## src/rtl/ps2_pkg.sv

```systemverilog
// rtl/ps2_pkg.sv - shared constants, prefix FSM states and key map for the PS/2 key decoder
`timescale 1ns/1ps
package ps2_pkg;

  localparam int NUM_KEYS = 5;

  localparam logic [2:0] KEY_LEFT  = 3'd0;
  localparam logic [2:0] KEY_RIGHT = 3'd1;
  localparam logic [2:0] KEY_DOWN  = 3'd2;
  localparam logic [2:0] KEY_UP    = 3'd3;
  localparam logic [2:0] KEY_SPACE = 3'd4;

  localparam logic [7:0] PS2_EXT  = 8'hE0;
  localparam logic [7:0] PS2_BRK  = 8'hF0;
  localparam logic [7:0] MK_LEFT  = 8'h6B;
  localparam logic [7:0] MK_RIGHT = 8'h74;
  localparam logic [7:0] MK_DOWN  = 8'h72;
  localparam logic [7:0] MK_UP    = 8'h75;
  localparam logic [7:0] MK_SPACE = 8'h29;

  typedef enum logic [1:0] {
    ST_IDLE,
    ST_EXT,
    ST_BRK,
    ST_EXT_BRK
  } pfx_state_t;

  typedef struct packed {
    logic       hit;
    logic [2:0] idx;
  } key_map_t;

  // The low byte alone selects the key, so E0-prefixed arrows map the same as keypad codes.
  function automatic key_map_t map_key(input logic [7:0] b);
    key_map_t m;
    m.hit = 1'b1;
    m.idx = KEY_LEFT;
    case (b)
      MK_LEFT:  m.idx = KEY_LEFT;
      MK_RIGHT: m.idx = KEY_RIGHT;
      MK_DOWN:  m.idx = KEY_DOWN;
      MK_UP:    m.idx = KEY_UP;
      MK_SPACE: m.idx = KEY_SPACE;
      default:  m.hit = 1'b0;
    endcase
    return m;
  endfunction

endpackage

```

## src/rtl/ps2_key_decoder_evt_fifo.sv

```systemverilog
// rtl/ps2_key_decoder_evt_fifo.sv - small synchronous event FIFO, pop-before-push when full
`timescale 1ns/1ps
module evt_fifo #(
  parameter int DEPTH = 4,
  parameter int WIDTH = 4
) (
  input  logic             clock50,
  input  logic             reset,
  input  logic             push,
  input  logic [WIDTH-1:0] push_data,
  input  logic             pop,
  output logic [WIDTH-1:0] pop_data,
  output logic             full,
  output logic             empty
);
  localparam int AW = $clog2(DEPTH);
  localparam logic [AW:0] FULL_COUNT = (AW+1)'(DEPTH);

  logic [WIDTH-1:0] mem [DEPTH];
  logic [AW-1:0]    wr_ptr, rd_ptr;
  logic [AW:0]      count;
  logic             do_push, do_pop;

  assign empty    = (count == '0);
  assign full     = (count == FULL_COUNT);
  assign do_pop   = pop && !empty;
  assign do_push  = push && (!full || do_pop);
  assign pop_data = mem[rd_ptr];

  always_ff @(posedge clock50) begin
    if (reset) begin
      wr_ptr <= '0;
      rd_ptr <= '0;
      count  <= '0;
      for (int i = 0; i < DEPTH; i++) mem[i] <= '0;
    end else begin
      if (do_push) begin
        mem[wr_ptr] <= push_data;
        wr_ptr      <= wr_ptr + AW'(1);
      end
      if (do_pop) rd_ptr <= rd_ptr + AW'(1);
      case ({do_push, do_pop})
        2'b10:   count <= count + (AW+1)'(1);
        2'b01:   count <= count - (AW+1)'(1);
        default: count <= count;
      endcase
    end
  end

endmodule

```

## src/rtl/ps2_key_decoder.sv

```systemverilog
// rtl/ps2_key_decoder.sv - PS/2 set-2 byte consumer, prefix stripping, held-key tracking and event queue
`timescale 1ns/1ps
module ps2_key_decoder
  import ps2_pkg::*;
#(
  parameter int EVT_DEPTH   = 4,
  parameter int SYNC_STAGES = 2
) (
  input  logic                clock50,
  input  logic                reset,
  input  logic                scan_ready,
  input  logic [7:0]          scan_code,
  output logic                read,
  output logic [NUM_KEYS-1:0] key_held,
  output logic                evt_valid,
  input  logic                evt_ready,
  output logic [2:0]          evt_key,
  output logic                evt_press,
  output logic                overflow
);
  logic [SYNC_STAGES-1:0] sync_q;
  logic [SYNC_STAGES-1:0] fill_q;
  logic                   ready_sync;
  logic                   armed;
  logic [7:0]             byte_q;
  pfx_state_t             state;
  key_map_t               km;
  logic                   is_pfx, do_make, do_break, key_change;
  logic [3:0]             push_data, head;
  logic                   fifo_full, fifo_empty;

  assign ready_sync = sync_q[SYNC_STAGES-1];

  // fill_q keeps the zeros flushed in by reset from counting as "scan_ready seen low".
  always_ff @(posedge clock50) begin
    if (reset) begin
      sync_q <= '0;
      fill_q <= '0;
      armed  <= 1'b0;
      read   <= 1'b0;
      byte_q <= '0;
    end else begin
      sync_q <= {sync_q[SYNC_STAGES-2:0], scan_ready};
      fill_q <= {fill_q[SYNC_STAGES-2:0], 1'b1};
      read   <= 1'b0;
      if (armed && ready_sync) begin
        read   <= 1'b1;
        byte_q <= scan_code;
        armed  <= 1'b0;
      end else if (fill_q[SYNC_STAGES-1] && !ready_sync) begin
        armed <= 1'b1;
      end
    end
  end

  assign km     = map_key(byte_q);
  assign is_pfx = (byte_q == PS2_EXT) || (byte_q == PS2_BRK);

  always_comb begin
    do_make  = 1'b0;
    do_break = 1'b0;
    case (state)
      ST_IDLE, ST_EXT:    do_make  = !is_pfx;
      ST_BRK, ST_EXT_BRK: do_break = !is_pfx;
      default: ;
    endcase
  end

  // Typematic repeats and releases of keys not held produce no event.
  assign key_change = read && km.hit &&
                      (do_make ? !key_held[km.idx] : (do_break && key_held[km.idx]));
  assign push_data  = {km.idx, do_make};

  always_ff @(posedge clock50) begin
    if (reset) begin
      state    <= ST_IDLE;
      key_held <= '0;
    end else if (read) begin
      if (key_change) key_held[km.idx] <= do_make;
      case (state)
        ST_IDLE: begin
          if (byte_q == PS2_EXT)      state <= ST_EXT;
          else if (byte_q == PS2_BRK) state <= ST_BRK;
        end
        ST_EXT: begin
          if (byte_q == PS2_BRK)      state <= ST_EXT_BRK;
          else if (byte_q != PS2_EXT) state <= ST_IDLE;
        end
        default: state <= ST_IDLE;
      endcase
    end
  end

  evt_fifo #(
    .DEPTH (EVT_DEPTH),
    .WIDTH (4)
  ) u_evt_fifo (
    .clock50   (clock50),
    .reset     (reset),
    .push      (key_change),
    .push_data (push_data),
    .pop       (evt_ready),
    .pop_data  (head),
    .full      (fifo_full),
    .empty     (fifo_empty)
  );

  assign evt_valid = !fifo_empty;
  assign evt_key   = evt_valid ? head[3:1] : 3'd0;
  assign evt_press = evt_valid && head[0];

  always_ff @(posedge clock50) begin
    if (reset)                                        overflow <= 1'b0;
    else if (key_change && fifo_full && !evt_ready)   overflow <= 1'b1;
  end

endmodule

```

## config.mk

```make
export PLATFORM = sky130hd
export DESIGN_NAME = ps2_key_decoder
export DESIGN_NICKNAME = d
export VERILOG_FILES = /design/src/rtl/ps2_pkg.sv /design/src/rtl/ps2_key_decoder_evt_fifo.sv /design/src/rtl/ps2_key_decoder.sv
export SDC_FILE = /design/constraint.sdc
export NUM_CORES = 1
export LEC_CHECK = 0
export BUFFER_PORTS_ARGS = -buffer_cell sky130_fd_sc_hd__buf_4
export CAP_MARGIN = 25
export CELL_PAD_IN_SITES_DETAIL_PLACEMENT = 0
export CELL_PAD_IN_SITES_GLOBAL_PLACEMENT = 2
export CORE_MARGIN = 4
export CORE_UTILIZATION = 39
export DETAILED_ROUTE_END_ITERATION = 8
export PLACE_DENSITY = 0.88
export SETUP_SLACK_MARGIN = 0.15
export SYNTH_ARGS = -nofsm -noshare
export SYNTH_HDL_FRONTEND = slang
export SYNTH_SLANG_ARGS = --single-unit
```

## constraint.sdc

```tcl
create_clock -name clock50 -period 5.35 [get_ports clock50]
set_clock_uncertainty 0.2 [all_clocks]
set_input_delay 0.535 -clock clock50 [delete_from_list [all_inputs] [get_ports clock50]]
set_output_delay 0.535 -clock clock50 [all_outputs]
set_load 0.005 [all_outputs]
```

Yosys cells after proc, flatten, opt, wreduce, memory -nomap -nowiden:

Memory sizes are Yosys's and may differ from the RTL's. A register that Yosys moved wholly into a read port is not among the register bits.
Cells that the tools add are included.

* memory bits (writable): 16
* input bits: 12
* memories kept: 1
* logic and storage cells: 93
* register bits: 29
* output and inout port bits: 12

* $lt $le $gt $ge: 2
* muxes and demuxes: 29
* reductions and logical operators: 29
* $add $sub $neg: 4
* eq/ne operators: 16

Memories
* u_evt_fifo.mem: depth 4, width 4, rd ports 1, clocked after Yosys merged registers in 1, write ports 4, line ps2_key_decoder_evt_fifo.sv:19 `logic [WIDTH-1:0] mem [DEPTH];`

Operators with widths (count)
* 8-bit by 7-bit equality test with 1-bit output, second input constant: 4
* 8-bit equality test, second input constant: 2
* 1-bit two-way mux: 14
* 2-bit two-way mux: 7
* 3-bit case mux with 4 select lines: 1
* 1-bit logical AND: 11
* 8-bit by 6-bit equality test with 1-bit output, second input constant: 1
* 8-bit inequality test, second input constant: 1
* 2-bit equality test, second input constant: 3
* 1-bit logical NOT: 6
* 3-bit inequality test, second input constant: 2
* 3-bit case mux with 2 select lines: 1
* 2-bit OR reduction: 3
* 5-bit bitwise mux: 1
* 5-bit OR reduction: 1
* 2-bit by 1-bit adder with 2-bit output, second input constant: 2
* 2-bit by 1-bit equality test with 1-bit output, second input constant: 2
* 3-bit by 4-bit less-than comparator with 1-bit output, second input constant: 1
* 4-bit two-way mux: 1
* 2-bit case mux with 2 select lines: 1
* 4-bit OR reduction: 1
* 3-bit by 1-bit adder with 3-bit output, second input constant: 1
* 1-bit binary-select mux with 3-bit select: 1
* 1-bit demux with 3-bit select: 1
* 10 further kinds: 11

Longest topological paths before layout:

* depth in word-level cells: 13
* gate-level depth with buffers: 12

Cells and area by module:

Synthesis repeated with hierarchy kept, for this count alone.

* cells, all modules: 233
* area, all modules: 2298.5 sq um

By module, submodules not included
* ps2_key_decoder: area each 1152.4 sq um, times used 1, cells each 141
* evt_fifo: area each 1146.1 sq um, times used 1, cells each 92

Worst setup path before layout:

No wires, ideal clock.

* path type: flip-flop to flip-flop
* start: register byte_q[2]
* end: register u_evt_fifo.count[2]
* required time: 5.027 ns
* path buffers: 1
* stages on the path, launching flop included: 12
* period minus slack after synthesis: 3.117 ns
* setup slack: 2.233 ns
* arrival: 2.794 ns
* cells stage by stage: dfxtp_1 > buf_2 > nand3b_4 > or4_4 > a21oi_1 > o31ai_4 > xnor2_1 > a21oi_1 > inv_1 > fa_1 > a22oi_1 > mux2_1

* longest elaborated chain between the ends: 10
* elaborated cells on any way between the ends: 26
* those cells by class: eq/ne: 9; mux: 8; reduce/logical: 9

RTL lines
* start, declared: line ps2_key_decoder.sv:25 `logic [7:0] byte_q;`
* start signal, assigned: line ps2_key_decoder.sv:48 `byte_q <= scan_code;`
* 8-bit by 6-bit equality test with 1-bit output (tied with other cells): line ps2_pkg.sv:38 `case (b)`
* 3-bit case mux with 4 select lines or 1-bit logical OR (tied branches): line ps2_pkg.sv:38, ps2_key_decoder.sv:57
* 1-bit binary-select mux with 3-bit select or 1-bit logical NOT (tied branches): line ps2_key_decoder.sv:71, ps2_key_decoder.sv:63, ps2_key_decoder.sv:64
* 1-bit two-way mux (on tied branches): line ps2_key_decoder.sv:71, ps2_key_decoder.sv:62
* 1-bit logical AND or 1-bit logical NOT (tied branches): line ps2_key_decoder.sv:71 `(do_make ? !key_held[km.idx] : (do_break && key_held[km.idx]));`
* 1-bit two-way mux: line ps2_key_decoder.sv:71
* 1-bit logical AND *: line ps2_key_decoder.sv:70 `assign key_change = read && km.hit &&`
* 1-bit logical AND *: line ps2_key_decoder_evt_fifo.sv:27 `assign do_push = push && (!full || do_pop);`
* 2-bit by 1-bit equality test with 1-bit output or 2-bit equality test (tied branches): line ps2_key_decoder_evt_fifo.sv:42 `case ({do_push, do_pop})`
* 3-bit case mux with 2 select lines or 2-bit nonzero test (tied branches)
* end signal, assigned: line ps2_key_decoder_evt_fifo.sv:43 `2'b10: count <= count + (AW+1)'(1);`
* end signal, assigned: line ps2_key_decoder_evt_fifo.sv:44 `2'b01: count <= count - (AW+1)'(1);`
* end signal, assigned: line ps2_key_decoder_evt_fifo.sv:45 `default: count <= count;`
* end, declared: line ps2_key_decoder_evt_fifo.sv:21 `logic [AW:0] count;`

Mark *: on every way between the ends. The rest lies on a longest branch, timed or not. The select of a mux whose other input is x is not followed.
A chain may end at the register's enable or synchronous reset.

Worst setup path after layout:

* start: register byte_q[0]
* end: register u_evt_fifo.count[2]

The elaborated chain is that of the path after synthesis.

==> results.txt <==
Wirelength per Cell: 14.0 um
switching share of power: 27.6%
Sw Pwr: 213 uW
initial antenna violation count: 0
Port Buf Inserts: 23
First-pass DRT Iterations: 4
post-synthesis xor/xnor area fraction: 2.43%
status: finished, final reports clean
vias per inst: 5.09
hold buffers post-CTS: 0
Core Region: 5240 um^2
Crit Path Class: register to register
Worst path slowest cell: dfxtp_1
Critical Path Source Type: register
RePlAce Congestion: 0.790
worst slew pin tran: 0.801 ns
syn_area_per_cell: 9.48 um^2
later-pin clock latency in the skew report: 0.30 ns
Synth Flop Type: dfxtp_1
Post-Synth Simple-Gate Area: 26.6%
sequential power share: 52.9%
number of synthesis warnings: 0
final hold violation count: 0
combinational share of power: 19.7%
leakage power: 0.922 nW
die width: 82.4 um
Post-CTS Setup Bufs: 0
fmax: 301 MHz
Detailed Route Iter0 Violations: 90
post-CTS sizing: 0
Overflow after GRT: 0
CP dominant cell by count: a21oi_1
DP Wirelength: 3.31 mm
max cap viols: 0
final setup fails: 0
Synth Area in Adders: 0.926%
share of cells above drive strength 1: 16.2%
Power Density: 313 nW/um^2
largest net degree at the start of global routing: 37
Post-Syn Area: 2160 um^2
antenna cells: 0
Clock Tree Buf Depth: 2
compound-gate portion of the synthesized area: 9.32%
total of fill cells in the finished design: 526
CTS Sinks: 46
Area growth syn-to-layout: 13.9%
Synth cell types: 43
cts bufs inserted: 5
Arr. time, crit path: 3.32 ns
Row Count: 26
Clk pwr share: 27.4%
vias: 1612
largest family of logic cells by synthesized area: simple AND/OR/NAND/NOR gates
Peak VDD IR: 0.135 mV
H-tree levels: 2
root buf cell: clkbuf_8
Tmin final: 3.33 ns
Async S/R FF share, synth: 0%
period utilisation layout: 62.2%
RSZ-0062 raised after global routing: no
final net count: 259
crit-path max cell delay: 0.49 ns
DRC viols: 0
post-synthesis cell count: 228
post-synthesis mux area share: 6.66%
critical path buffer and inverter count: 1
CTS tree: built
Post-synth EDFFs: 16
Internal: 557 uW
Total Die Area: 6800 um^2
routed wire length: 4.45 mm
first-pass GRT wire length: 7.62 mm
vias in the first global route: 1551
final max-slew violation count: 0
Crit. End Element: register
Final TNS setup: 0 ns
crit path max fanout: 8
Critical Path RT: 5.34 ns
CTS clock-pin slew for the worst setup and hold paths: 0.09 ns
worst min path class: register to register
Final ANT Viol Nets: 0
GRT Util Overall: 14.8%
initial core utilization: 41.3%
syn nets: 241
crit-path leading delay family: compound AO/OA/AOI/OAI gates
die height: 82.4 um
FF+latch count, synth: 46
WHS: 0.248 ns
Max-slew headroom: 45.9%
Ports: 24
Cell Chain, Critical Path: nand3b_4 -> or4_4 -> a21oi_1 -> o31ai_4 -> xnor2_1 -> a21oi_1 -> inv_1 -> fa_1 -> a22oi_1 -> mux2_1
register area share after synthesis: 50.0%
==> per-stage QoR <==
stage	instances	area (um^2)	util (%)	worst slack, ns	total power, mW
after global placement	309	2370	45.3	2.12	0.568
final	317	2460	47.0	2.02	0.770
after global routing	317	2460	47.0	1.81	0.819
after CTS	317	2460	47.0	2.00	0.784
after detailed placement	309	2370	45.3	2.02	0.570
after floorplan	228	2160	-	2.23	0.516
==> layer usage <==
layer / part of all wire [%] / track usage (%) / up-vias
li1: - / - / 825
met5: 0 / 0 / -
met3: 4.0 / 2.82 / 6
met1: 51 / 20.9 / 753
met4: 1.5 / 5.98 / 0
met2: 44 / 22.2 / 28
==> kinds of logic (layout without fill, tap and decap cells) <==
family | Yosys count | in the layout
xor+xnor | 6 | 6
fa+ha+maj | 1 | 1
flops | 46 | 46
buf+inv | 23 | 42
mux | 9 | 9
simple gates | 112 | 112
compound gates | 31 | 31
==> cell type report <==
type / count / area (um^2) / share of cell area, %
well taps: 70 / 87.6 / 3.56
inverters: 11 / 41.3 / 1.68
clock buffers: 6 / 72.6 / 2.95
clock inverters: 2 / 13.8 / 0.559
multi-input cells: 159 / 992 / 40.3
repair buffers: 23 / 173 / 7.02
flip-flops and latches: 46 / 1080 / 43.9
==> power by group through the flow <==
stage	Combinational (mW)	Sequential, mW	Clock, mW
CTS	0.156	0.408	0.220
global placement	0.154	0.415	0
global route	0.175	0.412	0.232
floorplan	0.109	0.407	0
detailed placement	0.155	0.415	0
finish	0.152	0.407	0.211
==> worst paths after layout <==
kind,from,endpoint,slack [ns],cells past startpoint
worst max-delay path,byte_q[0],u_evt_fifo.count[2],2.02,10
worst min-delay path,sync_q[0],sync_q[1],0.25,1
worst max register to register,byte_q[0],u_evt_fifo.count[2],2.02,10
worst min register to register,sync_q[0],sync_q[1],0.25,1
==> Yosys cell counts (all sizes together), types with 2 or more instances <==
cell    number  area (um^2)
mux4         4         90.1
nand4        5         31.3
mux2         3         33.8
nand2b       2         12.5
nand3b       2         27.5
and3         3         18.8
dfxtp       30          601
nand2       18         67.6
edfxtp      16          480
clkbuf      10         37.5
and2         6         37.5
o21ai        5         25.0
nor2        43          161
or4          3         26.3
xnor2        5         43.8
a21o         2         15.0
inv         11         41.3
buf          2         8.75
or3          2         12.5
a21oi       16         80.1
mux2i        2         20.0
o211ai       2         15.0
nor2b        5         31.3
nor3b        2         15.0
nor4bb       2         20.0
nor4b        2         17.5
nand3       13         65.1
==> sequential cells by signal (all words and copies together), names as in the netlist, named ones only <==
register           count
u_evt_fifo.wr_ptr      2
fill_q                 2
state                  1
u_evt_fifo.count       3
key_held               5
overflow               1
armed                  1
u_evt_fifo.rd_ptr      2
u_evt_fifo.mem        16
read                   1
byte_q                 8
sync_q                 2
==> placed cells by master (no fill, tap or decap), types with 2 or more instances in the layout <==
cell / netlist / layout
mux2i_1: 2 / 2
clkbuf_8: 0 / 5
mux4_2: 4 / 4
buf_4: 0 / 23
and2_1: 6 / 6
dfxtp_1: 30 / 30
inv_1: 11 / 11
nor2b_1: 5 / 5
nor4bb_1: 2 / 2
o211ai_1: 2 / 2
a21o_1: 2 / 2
nand4_1: 5 / 5
nor3b_1: 2 / 2
and3_1: 3 / 3
nand3_1: 13 / 13
nor4b_1: 2 / 2
or4_1: 2 / 2
a21oi_1: 16 / 16
nor2_1: 43 / 43
edfxtp_1: 16 / 16
nand2b_1: 2 / 2
nand2_1: 18 / 18
xnor2_1: 5 / 5
mux2_1: 2 / 2
or3_1: 2 / 2
o21ai_0: 5 / 5
Note: power is estimated with default switching activity, not from simulation.
